<file path="config.mk">
export PLATFORM = sky130hd
export DESIGN_NAME = time_display_scan
export DESIGN_NICKNAME = d
export VERILOG_FILES = /design/src/rtl/time_display_scan_pkg.sv /design/src/rtl/time_display_scan_bcd_to_seg.sv /design/src/rtl/time_display_scan.sv
export SDC_FILE = /design/constraint.sdc
export NUM_CORES = 1
export LEC_CHECK = 0
export BUFFER_PORTS_ARGS = -buffer_cell sky130_fd_sc_hd__buf_2
export CORE_ASPECT_RATIO = 1.2
export CORE_MARGIN = 5
export CORE_UTILIZATION = 35
export DETAILED_ROUTE_END_ITERATION = 16
export GPL_ROUTABILITY_DRIVEN = 0
export PLACE_DENSITY_LB_ADDON = 0.12
export SYNTH_ARGS = -nofsm -noshare
export SYNTH_HDL_FRONTEND = slang
export SYNTH_SLANG_ARGS = --single-unit
</file>
<file path="constraint.sdc">
create_clock -name CLK100MHZ -period 5.96 [get_ports CLK100MHZ]
set_input_delay 1.192 -clock CLK100MHZ [delete_from_list [all_inputs] [get_ports CLK100MHZ]]
set_output_delay 1.192 -clock CLK100MHZ [all_outputs]
set_load 0.05 [all_outputs]
</file>
<file path="src/rtl/time_display_scan_pkg.sv">
// Shared constants for the multiplexed time display: segment codes,
// digit positions and the blink field encoding.
package time_disp_pkg;

  // Segment codes, bit order {g,f,e,d,c,b,a}, active-low
  localparam logic [6:0] SEG_0     = 7'b1000000;
  localparam logic [6:0] SEG_1     = 7'b1111001;
  localparam logic [6:0] SEG_2     = 7'b0100100;
  localparam logic [6:0] SEG_3     = 7'b0110000;
  localparam logic [6:0] SEG_4     = 7'b0011001;
  localparam logic [6:0] SEG_5     = 7'b0010010;
  localparam logic [6:0] SEG_6     = 7'b0000010;
  localparam logic [6:0] SEG_7     = 7'b1111000;
  localparam logic [6:0] SEG_8     = 7'b0000000;
  localparam logic [6:0] SEG_9     = 7'b0010000;
  localparam logic [6:0] SEG_DASH  = 7'b0111111;
  localparam logic [6:0] SEG_E     = 7'b0000110;
  localparam logic [6:0] SEG_BLANK = 7'b1111111;

  localparam logic [2:0] POS_SEC_ONES  = 3'd0;
  localparam logic [2:0] POS_SEC_TENS  = 3'd1;
  localparam logic [2:0] POS_SEP_SEC   = 3'd2;
  localparam logic [2:0] POS_MIN_ONES  = 3'd3;
  localparam logic [2:0] POS_MIN_TENS  = 3'd4;
  localparam logic [2:0] POS_SEP_MIN   = 3'd5;
  localparam logic [2:0] POS_HOUR_ONES = 3'd6;
  localparam logic [2:0] POS_HOUR_TENS = 3'd7;

  typedef enum logic [1:0] {
    BLINK_NONE  = 2'b00,
    BLINK_HOURS = 2'b01,
    BLINK_MIN   = 2'b10,
    BLINK_SEC   = 2'b11
  } blink_sel_t;

endpackage

</file>
<file path="src/rtl/time_display_scan_bcd_to_seg.sv">
// Combinational BCD nibble to seven-segment decoder; non-decimal nibbles show "E".
module bcd_to_seg
  import time_disp_pkg::*;
(
  input  logic [3:0] nibble,
  output logic [6:0] seg
);

  // Nibble lookup, anything above 9 falls through to the error glyph
  always_comb begin
    seg = SEG_E;
    case (nibble)
      4'd0:    seg = SEG_0;
      4'd1:    seg = SEG_1;
      4'd2:    seg = SEG_2;
      4'd3:    seg = SEG_3;
      4'd4:    seg = SEG_4;
      4'd5:    seg = SEG_5;
      4'd6:    seg = SEG_6;
      4'd7:    seg = SEG_7;
      4'd8:    seg = SEG_8;
      4'd9:    seg = SEG_9;
      default: seg = SEG_E;
    endcase
  end

endmodule

</file>
<file path="src/rtl/time_display_scan.sv">
// Eight-digit HH-MM-SS scanner: prescaled digit tick, per-frame shadowed
// inputs, field blinking and a blank override on registered outputs.
module time_display_scan
  import time_disp_pkg::*;
#(
  parameter int DIV         = 100000,
  parameter int BLINK_TICKS = 500
) (
  input  logic       CLK100MHZ,
  input  logic       reset,
  input  logic [7:0] hours_bcd,
  input  logic [7:0] min_bcd,
  input  logic [7:0] sec_bcd,
  input  logic [1:0] blink_sel,
  input  logic       blank,
  output logic [6:0] segment,
  output logic [7:0] ss_digit
);

  localparam int PW = (DIV > 1) ? $clog2(DIV) : 1;
  localparam int BW = (BLINK_TICKS > 1) ? $clog2(BLINK_TICKS) : 1;
  localparam logic [PW-1:0] PRE_LAST   = PW'(DIV - 1);
  localparam logic [PW-1:0] PRE_ONE    = PW'(1);
  localparam logic [BW-1:0] BLINK_LAST = BW'(BLINK_TICKS - 1);
  localparam logic [BW-1:0] BLINK_ONE  = BW'(1);

  logic [PW-1:0] prescale;
  logic          tick;
  logic [2:0]    index;
  logic [BW-1:0] blink_cnt;
  logic          blink_on;
  logic [7:0]    hours_sh, min_sh, sec_sh;
  blink_sel_t    sel_sh;

  logic [3:0]    nibble;
  logic          is_sep;
  logic          lead_zero;
  blink_sel_t    field;
  logic [6:0]    dec_seg;
  logic [6:0]    next_seg;

  // With DIV=1 the prescaler sits at 0 and the tick is permanently high
  assign tick = (prescale == PRE_LAST);

  // Prescaler, digit index, blink timing and frame-boundary shadow capture
  always_ff @(posedge CLK100MHZ or negedge reset) begin
    if (!reset) begin
      prescale  <= {PW{1'b0}};
      index     <= 3'd0;
      blink_cnt <= {BW{1'b0}};
      blink_on  <= 1'b1;
      hours_sh  <= 8'h00;
      min_sh    <= 8'h00;
      sec_sh    <= 8'h00;
      sel_sh    <= BLINK_NONE;
    end else if (tick) begin
      prescale <= {PW{1'b0}};
      index    <= index + 3'd1;
      if (blink_cnt == BLINK_LAST) begin
        blink_cnt <= {BW{1'b0}};
        blink_on  <= ~blink_on;
      end else begin
        blink_cnt <= blink_cnt + BLINK_ONE;
      end
      if (index == POS_HOUR_TENS) begin
        hours_sh <= hours_bcd;
        min_sh   <= min_bcd;
        sec_sh   <= sec_bcd;
        sel_sh   <= blink_sel_t'(blink_sel);
      end else begin
        hours_sh <= hours_sh;
        min_sh   <= min_sh;
        sec_sh   <= sec_sh;
        sel_sh   <= sel_sh;
      end
    end else begin
      prescale <= prescale + PRE_ONE;
    end
  end

  // Pick the nibble and field owning the current digit position
  always_comb begin
    nibble    = 4'd0;
    is_sep    = 1'b0;
    lead_zero = 1'b0;
    field     = BLINK_NONE;
    case (index)
      POS_SEC_ONES:  begin nibble = sec_sh[3:0];   field = BLINK_SEC;   end
      POS_SEC_TENS:  begin nibble = sec_sh[7:4];   field = BLINK_SEC;   end
      POS_SEP_SEC:   is_sep = 1'b1;
      POS_MIN_ONES:  begin nibble = min_sh[3:0];   field = BLINK_MIN;   end
      POS_MIN_TENS:  begin nibble = min_sh[7:4];   field = BLINK_MIN;   end
      POS_SEP_MIN:   is_sep = 1'b1;
      POS_HOUR_ONES: begin nibble = hours_sh[3:0]; field = BLINK_HOURS; end
      POS_HOUR_TENS: begin
        nibble    = hours_sh[7:4];
        field     = BLINK_HOURS;
        lead_zero = (hours_sh[7:4] == 4'd0);
      end
      default:       is_sep = 1'b1;
    endcase
  end

  bcd_to_seg u_dec (
    .nibble (nibble),
    .seg    (dec_seg)
  );

  // Separators override everything; blink and leading zero blank the digit
  always_comb begin
    next_seg = dec_seg;
    if (is_sep) begin
      next_seg = SEG_DASH;
    end else if (lead_zero ||
                 (!blink_on && (sel_sh != BLINK_NONE) && (field == sel_sh))) begin
      next_seg = SEG_BLANK;
    end else begin
      next_seg = dec_seg;
    end
  end

  // Output registers: one clock behind the index, forced dark while blank is high
  always_ff @(posedge CLK100MHZ or negedge reset) begin
    if (!reset) begin
      segment  <= SEG_BLANK;
      ss_digit <= 8'hFF;
    end else if (blank) begin
      segment  <= SEG_BLANK;
      ss_digit <= 8'hFF;
    end else begin
      segment  <= next_seg;
      ss_digit <= ~(8'd1 << index);
    end
  end

endmodule

</file>
==> impl_metrics.csv <==
group,metric,value,unit
outcome,outcome,"completed",
floorplan,die-area,12100,um^2
global_routing,grt_pass1_vias,2444,
layout,diodes,0,
place,pre_cts_slack,3.084,ns
yosys,async_reset_ff_frac,1.000,
yosys,synth-edff-count,0,
drt,drc,0,
drt,drtIter0Drc,96,
floorplan,initial_core_util,0.3529,
layout,final_nets,381,
yosys,ys_warn_count,0,
drt,wirelength,7116,um
sta,period_minus_slack,2.891,ns
clock_tree,insertion_delay,0.33,ns
worst_setup_path,required,6.23,ns
global_routing,grt_overflow_total,0,
clock_tree,clk_pin_slew,0.06,ns
clock_tree,ctsResizeCount,0,
worst_setup_path,crit_type,"reg2reg",
worst_setup_path,arrival,3.16,ns
layout,final_util,0.4197,
sta,finalMaxSlewViolations,0,
sta,setup_tns,0,ns
worst_setup_path,cp-startpoint,"index[2]",
sta,fmax,0.3459,GHz
sta,finalHoldViolCount,0,
yosys,syn_area,3497,um^2
worst_setup_path,cp-end-kind,"flip-flop",
clock_tree,cts_made_buffers,9,
power_and_ir_drop,p_per_area,279.5,nW/um^2
hold_path,min_from,"blink_cnt[7]",
worst_setup_path,r2r-start,"index[2]",
floorplan,num_rows,40,
clock_tree,ctsHtreeMaxLevel,3,
place,io_buffers,43,
sta,setup_viol,0,
floorplan,core-area,9910,um^2
layout,final_common_cell,"dfrtp_1",
drt,antenna_left,0,
layout,drive_gt1_frac,0.3343,
drt,avgRoutedWirePerCell,15.14,um
global_routing,grt_max_degree,72,
floorplan,ios,44,
sta,setup_slack,3.069,ns
power_and_ir_drop,p_leak,1.899,nW
sta,tightest_slew,0.8940,ns
clock_tree,hold_buffers,0,
sta,relSlewSlack,0.4040,
drt,firstDrtPassIters,5,
layout,area_growth,18.93,%
clock_tree,cts_sinks,71,
yosys,synth_nets,335,
sta,skew,0.007955,ns
global_routing,grt_pass1_wl,12190,um
place,place.detailed.hpwl,5178,um
power_and_ir_drop,max-vdd-ir-drop,0.1200,mV
yosys,synth-main-ff-cell,"dfrtp_1",
global_routing,gr-usage-all-layers,0.1293,
global_routing,antenna_found_initial,0,
clock_tree,clk_path_buf_depth,2,
worst_setup_path,start_kind,"flip-flop",
clock_tree,postCtsSetupRepairBufs,0,
yosys,synth.avg_cell_area,11.94,um^2
yosys,ys_seq_elements,71,
clock_tree,root_buffer,"clkbuf_16",
sta,rsz0062_at_grt,"false",
worst_setup_path,critPathMaxFanout,23,
layout,final_cells,470,
job,cap_violations,0,
layout,mostFrequentLayoutCells,"55 x dfrtp_1, 43 x buf_2, 23 x nand2_1, 20 x mux2_4, 19 x nor2_1",
drt,via_count,2319,
sta,timing.hold.ws,0.4726,ns
yosys,yosysSeqAreaShare,0.5138,
sta,period_share,0.4851,
clock_tree,cts_tree,"yes",
yosys,synth.distinct_cells,52,
floorplan,die_y,119.5,um
place,placed_cells,454,
drt,avgViaCountPerCell,4.934,
yosys,syn-instance-count,293,
floorplan,die_width,101.3,um
hold_path,hp-class,"reg2reg",
[kinds of logic after synthesis]
| kind of cell | share of synthesized area |
|---|---|
| buffers and inverters | 0.02326 |
| AND/OR/NAND/NOR | 0.1574 |
| XOR/XNOR | 0.05259 |
| multiplexers | 0.1320 |
| flip-flops | 0.5138 |
| adder cells (fa/ha/maj) | 0.04651 |
| AO/OA/AOI/OAI | 0.07442 |
[metal layers]
| layer | global-route usage | up-vias | part of all wire |
|---|---|---|---|
| met2 | 0.2209 | 33 | 0.53 |
| met5 | 0 | - | 0 |
| li1 | - | 1137 | - |
| met4 | 0.05985 | 0 | 0.021 |
| met1 | 0.1540 | 1135 | 0.42 |
| met3 | 0.02558 | 14 | 0.032 |
[registers in the layout (all words and copies together), names as in the netlist]
register and flops:
hours_sh 8, prescale 17, sec_sh 8, blink_cnt 9, segment 7, min_sh 8
blink_on 1, ss_digit 8, sel_sh 2, index 3
[final timing paths]
check	endpoint	slack, ns	depth (start not counted)
setup / recovery	segment[4]	3.07	8
hold / removal	blink_cnt[7]	0.47	1
setup reg to reg	segment[4]	3.07	8
hold reg to reg	blink_cnt[7]	0.47	1
max in group asynchronous	sec_sh[2]	4.30	2
min in group asynchronous	hours_sh[7]	1.06	2
[worst max-delay path: stages, from the launching register on]
cell	delay, ns
dfrtp_1	0.79
inv_1	0.10
ha_1	0.28
a22o_1	0.21
o21ai_0	0.38
inv_1	0.19
ha_1	0.25
or4_1	0.52
nand4_1	0.11
[through the flow]
step,power (mW),instance area (um^2)
after floorplan,0.5537,3497
after global placement,0.5849,3826
after detailed placement,0.5851,3826
after CTS,1.181,4159
after global routing,1.211,4159
final,1.162,4159
[Yosys cell counts (4+ instances only)]
master    number  area (um^2)
dfrtp_1       55         1376
nand2_1       23        86.33
mux2_4        20        300.3
nor2_1        19        71.32
dfstp_2       16        420.4
ha_1          13        162.7
xnor2_1       13        113.9
mux2_2         9        101.4
nand3_1        9        45.04
inv_1          8        30.03
xor2_1         8        70.07
a21oi_1        7        35.03
nand4_1        7        43.79
o21ai_0        7        35.03
mux2i_1        6        60.06
nor3_1         6        30.03
nand2b_1       5        31.28
nand3b_1       4        30.03
nor4_1         4        25.02
[final cells by class]
type | instances | area [um^2]
Timing Repair Buffer | 44 | 222.7
Clock buffer | 11 | 252.7
Clock inverter | 5 | 80.08
Inverter | 8 | 30.03
Multi-Input combinational cell | 205 | 1619
Fill cell | 976 | 5751
Tap cell | 126 | 157.7
Sequential cell | 71 | 1797
[report_power, final]
group,leakage [nW],internal (mW),switching [mW]
Clock,0.158,0.388,0.199
Sequential,0.862,0.498,0.00771
Combinational,0.879,0.0284,0.0408
Total,1.90,0.915,0.248
Note: power is estimated with default switching activity, not from simulation.
